--- src/rtl/fetch_pkg.sv ---
// Shared types and constants for the instruction fetch stage.
package fetch_pkg;

  typedef enum logic [1:0] {
    REQ   = 2'd0,
    WAIT  = 2'd1,
    DRAIN = 2'd2
  } fetch_state_e;

  localparam int          INSTR_BYTES = 4;
  localparam logic [31:0] RESET_PC    = 32'h0000_0000;

  localparam logic [1:0]  QUEUE_DEPTH = 2'd2;

endpackage

--- src/rtl/fetch_queue.sv ---
// Two-entry FIFO of {pc, instr} pairs; entry 0 is always the head.
module fetch_queue
  import fetch_pkg::*;
#(
  parameter int width = 32
) (
  input  logic             clk,
  input  logic             rst,
  input  logic             i_push,
  input  logic [width-1:0] i_push_pc,
  input  logic [width-1:0] i_push_instr,
  input  logic             i_pop,
  input  logic             i_flush,
  output logic [1:0]       o_count,
  output logic             o_head_valid,
  output logic [width-1:0] o_head_pc,
  output logic [width-1:0] o_head_instr
);

  logic [width-1:0] r_pc0;
  logic [width-1:0] r_instr0;
  logic [width-1:0] r_pc1;
  logic [width-1:0] r_instr1;
  logic [1:0]       r_count;

  logic w_doPop;
  logic w_doPush;

  assign w_doPop  = i_pop && (r_count != 2'd0);
  assign w_doPush = i_push && ((r_count != QUEUE_DEPTH) || w_doPop);

  // Flush only clears the occupancy; stale data is invisible once count is 0.
  always_ff @(posedge clk) begin
    if (rst) begin
      r_pc0    <= '0;
      r_instr0 <= '0;
      r_pc1    <= '0;
      r_instr1 <= '0;
      r_count  <= 2'd0;
    end else if (i_flush) begin
      r_count <= 2'd0;
    end else begin
      case ({w_doPush, w_doPop})
        2'b10: begin
          if (r_count == 2'd0) begin
            r_pc0    <= i_push_pc;
            r_instr0 <= i_push_instr;
          end else begin
            r_pc1    <= i_push_pc;
            r_instr1 <= i_push_instr;
          end
          r_count <= r_count + 2'd1;
        end
        2'b01: begin
          r_pc0    <= r_pc1;
          r_instr0 <= r_instr1;
          r_count  <= r_count - 2'd1;
        end
        2'b11: begin
          if (r_count == 2'd1) begin
            r_pc0    <= i_push_pc;
            r_instr0 <= i_push_instr;
          end else begin
            r_pc0    <= r_pc1;
            r_instr0 <= r_instr1;
            r_pc1    <= i_push_pc;
            r_instr1 <= i_push_instr;
          end
        end
        default: begin
          r_count <= r_count;
        end
      endcase
    end
  end

  assign o_count      = r_count;
  assign o_head_valid = (r_count != 2'd0);
  assign o_head_pc    = r_pc0;
  assign o_head_instr = r_instr0;

endmodule

--- src/rtl/instr_fetch.sv ---
// Fetch stage: one outstanding imem read, redirect handling and the next-PC mux,
// feeding a two-entry queue toward decode.
module instr_fetch
  import fetch_pkg::*;
#(
  parameter int width = 32
) (
  input  logic             clk,
  input  logic             rst,
  input  logic [width-1:0] pc,
  output logic [width-1:0] pc_next,
  input  logic             redirect_valid,
  input  logic [width-1:0] redirect_pc,
  output logic             imem_req_valid,
  input  logic             imem_req_ready,
  output logic [width-1:0] imem_addr,
  input  logic             imem_resp_valid,
  input  logic [width-1:0] imem_resp_data,
  output logic             out_valid,
  input  logic             out_ready,
  output logic [width-1:0] out_instr,
  output logic [width-1:0] out_pc
);

  fetch_state_e     r_state;
  logic [width-1:0] r_reqPc;

  logic [1:0]       w_count;
  logic             w_reqValid;
  logic             w_handshake;
  logic             w_push;

  assign w_reqValid  = !rst && (r_state == REQ) && (w_count < QUEUE_DEPTH) && !redirect_valid;
  assign w_handshake = w_reqValid && imem_req_ready;
  assign w_push      = (r_state == WAIT) && imem_resp_valid && !redirect_valid;

  always_comb begin
    pc_next = pc;
    if (rst) begin
      pc_next = width'(RESET_PC);
    end else if (redirect_valid) begin
      pc_next = redirect_pc;
    end else if (w_handshake) begin
      pc_next = pc + width'(INSTR_BYTES);
    end
  end

  // A redirect with a request in flight parks in DRAIN so the stale reply is eaten.
  always_ff @(posedge clk) begin
    if (rst) begin
      r_state <= REQ;
      r_reqPc <= '0;
    end else begin
      case (r_state)
        REQ: begin
          if (w_handshake) begin
            r_state <= WAIT;
            r_reqPc <= pc;
          end
        end
        WAIT: begin
          if (imem_resp_valid) begin
            r_state <= REQ;
          end else if (redirect_valid) begin
            r_state <= DRAIN;
          end
        end
        DRAIN: begin
          if (imem_resp_valid) begin
            r_state <= REQ;
          end
        end
        default: begin
          r_state <= REQ;
        end
      endcase
    end
  end

  fetch_queue #(
    .width(width)
  ) u_queue (
    .clk          (clk),
    .rst          (rst),
    .i_push       (w_push),
    .i_push_pc    (r_reqPc),
    .i_push_instr (imem_resp_data),
    .i_pop        (out_ready),
    .i_flush      (redirect_valid),
    .o_count      (w_count),
    .o_head_valid (out_valid),
    .o_head_pc    (out_pc),
    .o_head_instr (out_instr)
  );

  assign imem_req_valid = w_reqValid;
  assign imem_addr      = pc;

endmodule
--- config.mk ---
export PLATFORM = sky130hd
export DESIGN_NAME = instr_fetch
export DESIGN_NICKNAME = d
export VERILOG_FILES = /design/src/rtl/fetch_pkg.sv /design/src/rtl/fetch_queue.sv /design/src/rtl/instr_fetch.sv
export SDC_FILE = /design/constraint.sdc
export NUM_CORES = 1
export LEC_CHECK = 0
export ABC_AREA = 1
export CAP_MARGIN = 20
export CELL_PAD_IN_SITES_DETAIL_PLACEMENT = 0
export CELL_PAD_IN_SITES_GLOBAL_PLACEMENT = 1
export CORE_ASPECT_RATIO = 1.25
export CORE_MARGIN = 1.5
export CORE_UTILIZATION = 37
export CTS_BUF_LIST = sky130_fd_sc_hd__clkbuf_8
export DETAILED_ROUTE_END_ITERATION = 10
export PLACE_DENSITY = 0.94
export SLEW_MARGIN = 20
export SYNTH_ARGS = -nofsm -noshare
export SYNTH_HDL_FRONTEND = slang
export SYNTH_SLANG_ARGS = --single-unit
--- constraint.sdc ---
create_clock -name clk -period 4.17 [get_ports clk]
set_input_delay 0.417 -clock clk [delete_from_list [all_inputs] [get_ports clk]]
set_output_delay 0.417 -clock clk [all_outputs]
set_load 0.02 [all_outputs]
==> results.tsv <==
metric	value	unit
status	finished, final reports clean	
setup_tns	0	ns
die_h	171	um
p_leak	4.12	nW
num_rows	61	
final_cell_mix	231 x clkdlybuf4s50_1, 229 x o21ai_0, 185 x nand2_1	
hold_viol_final	0	
die_x	137	um
hold_slack	0.451	ns
grt_pass1_vias	7474	
drive_gt1_share	4.30	%
critPathKind	in -> out	
yosysWarnings	0	
dpl_worst_slack	0.717	ns
cts_sinks	164	
crit_required	3.75	ns
antenna_found_initial	0	
end_kind	output port	
yosysTopAreaCellShare	39.4	%
numCtsBuffers	17	
cap_violations	0	
syn2layout_area_growth	30.0	%
cts_tree	done	
crit_fanout	9	
fin_crit	3.47	ns
drtAntennaViolNets	0	
grt.total_usage	20.3	%
setup_violations	0	
num_io_pins	232	
min_path_type	reg -> reg	
remaining_drc_errors	0	
total_power	3.29	mW
initialDrtViolationCount	669	
wirelength	23800	um
fmax	288	MHz
core-area	22200	um2
busiest_layer	met2	
clkLatencyLatePin	0.45	ns
post-route-worst-setup-slack	0.695	ns
r2r_start	u_queue.o_count[1]	
hold_buffers	0	
startpoint_type	input port	
final_core_util	48.8	%
dieArea	23400	um2
use_met2	33.1	%
portBuffers	231	
htreeDepth	4	
antenna_cells	0	
detail_route.wl_per_cell	14.2	um
root_buffer	clkbuf_8	
yosys.area.top_type	dfxtp_1	
routed_via_density	4.94	
yosysUniqueCellTypes	28	
mostFrequentLayoutCell	clkdlybuf4s50_1	
final_nets	1488	
worst_pin_slew	0.751	ns
fin_skew	0.0131	ns
syn_area_per_cell	6.76	um2
cts_buffer_depth	2	
fin_crit_sh	83.3	%
synth_area_leaders	dfxtp_1 39%, o21ai_0 14%, a21oi_1 9.5%	
clk_pin_slew_worst_paths	0.09	ns
cp.arrival	3.06	ns
relSlewSlack	49.9	%
postCtsSetupBuffers	0	
use_met1	27.1	%
post_cts_resized	0	
grt_max_degree	129	
first_pass_iters	5	
finalMaxSlewViolations	0	
synth_cells	1233	
syn_nets	1339	
worstSetupStartpoint	pc[2]	
ir_drop	184	uV
dp_hpwl	16700	um
initial_core_util	37.5	%
gp_congestion	0.866	
grt_setup_unrepaired	no	
gr-total-overflow	0	
powerDensity	303	nW/um2
hp-start	u_queue.r_pc1[9]	
netlist_area	8340	um2
yosysSeqAreaShare	39.4	%
vias	8291	
grt_pass1_wl	37900	um
synth-seq-cells	164	
met3_usage	3.85	%
-- flip-flops by register name (all words and copies together), names as in the netlist --
signal                count
r_reqPc                  32
u_queue.o_head_instr     32
u_queue.o_head_pc        32
u_queue.r_instr1         32
u_queue.r_pc1            32
r_state                   2
u_queue.o_count           2
-- cells in the mapped netlist --
| master | number |
|---|---|
| nor2_2 | 1 |
| and2_1 | 1 |
| nand4_1 | 14 |
| ha_1 | 4 |
| buf_1 | 3 |
| clkbuf_1 | 37 |
| nand2_1 | 187 |
| xor2_1 | 5 |
| nor2_1 | 147 |
| clkinv_1 | 2 |
| xnor2_1 | 1 |
| a21oi_1 | 159 |
| nand4_4 | 1 |
| o21ai_1 | 14 |
| nand3b_1 | 3 |
| dfxtp_1 | 164 |
| o21ai_0 | 229 |
| buf_4 | 38 |
| buf_2 | 25 |
| nand2_2 | 1 |
| nor3_1 | 1 |
| o211ai_1 | 4 |
| buf_6 | 13 |
| nand3_1 | 43 |
| nand3_2 | 1 |
| inv_1 | 126 |
| nor2_4 | 5 |
| a211oi_1 | 4 |
-- critical path: stages --
cell and delay, ns:
clkdlybuf4s50_1 0.58, ha_1 0.23, inv_1 0.05, nor2_1 0.30
nand3_1 0.22, nor2_4 0.28, nand2_1 0.09, nand3_1 0.13
o211ai_1 0.10, inv_1 0.07, clkdlybuf4s50_1 0.59
-- path summary, 6_finish.rpt --
check | endpoint | cells after the start | slack [ns]
worst max register to register | u_queue.o_head_pc[30] | 10 | 1.76
worst max-delay path | pc_next[12] | 11 | 0.70
worst min register to register | u_queue.r_pc1[9] | 2 | 0.45
worst min-delay path | u_queue.r_pc1[9] | 2 | 0.45
-- per-layer routing --
metal	part of all wire [%]	up-vias
met3	4.8	29
met2	47	241
met4	1.8	0
li1	-	4302
met5	0	-
met1	46	3719
-- through the flow --
stage	instances	area [um2]
final	1678	10800
after global routing	1678	10800
after CTS	1678	10800
after detailed placement	1646	10500
after global placement	1646	10500
after floorplan	1233	8340
-- cells by family after synthesis --
| family | Yosys count | synth area share (%) |
|---|---|---|
| AND/OR/NAND/NOR | 405 | 20.3 |
| buffers and inverters | 244 | 14.2 |
| adder cells (fa/ha/maj) | 4 | 0.600 |
| flip-flops | 164 | 39.4 |
| XOR/XNOR | 6 | 0.630 |
| AO/OA/AOI/OAI | 410 | 24.9 |
-- where the power goes --
part / leakage (nW) / switching, mW / internal (mW)
sequential: 1.33 / 0.0206 / 1.60
clock: 0.193 / 0.627 / 0.489
combinational: 2.60 / 0.303 / 0.247
total: 4.12 / 0.950 / 2.34
-- layout make-up --
cell class / instances / area [um2]
clock inverters: 15 / 146
well taps: 283 / 354
clock buffers: 17 / 234
repair buffers: 246 / 2450
multi-input cells: 825 / 3890
inverters: 128 / 484
fillers: 2220 / 11400
flip-flops and latches: 164 / 3280
Note: power is estimated with default switching activity, not from simulation.
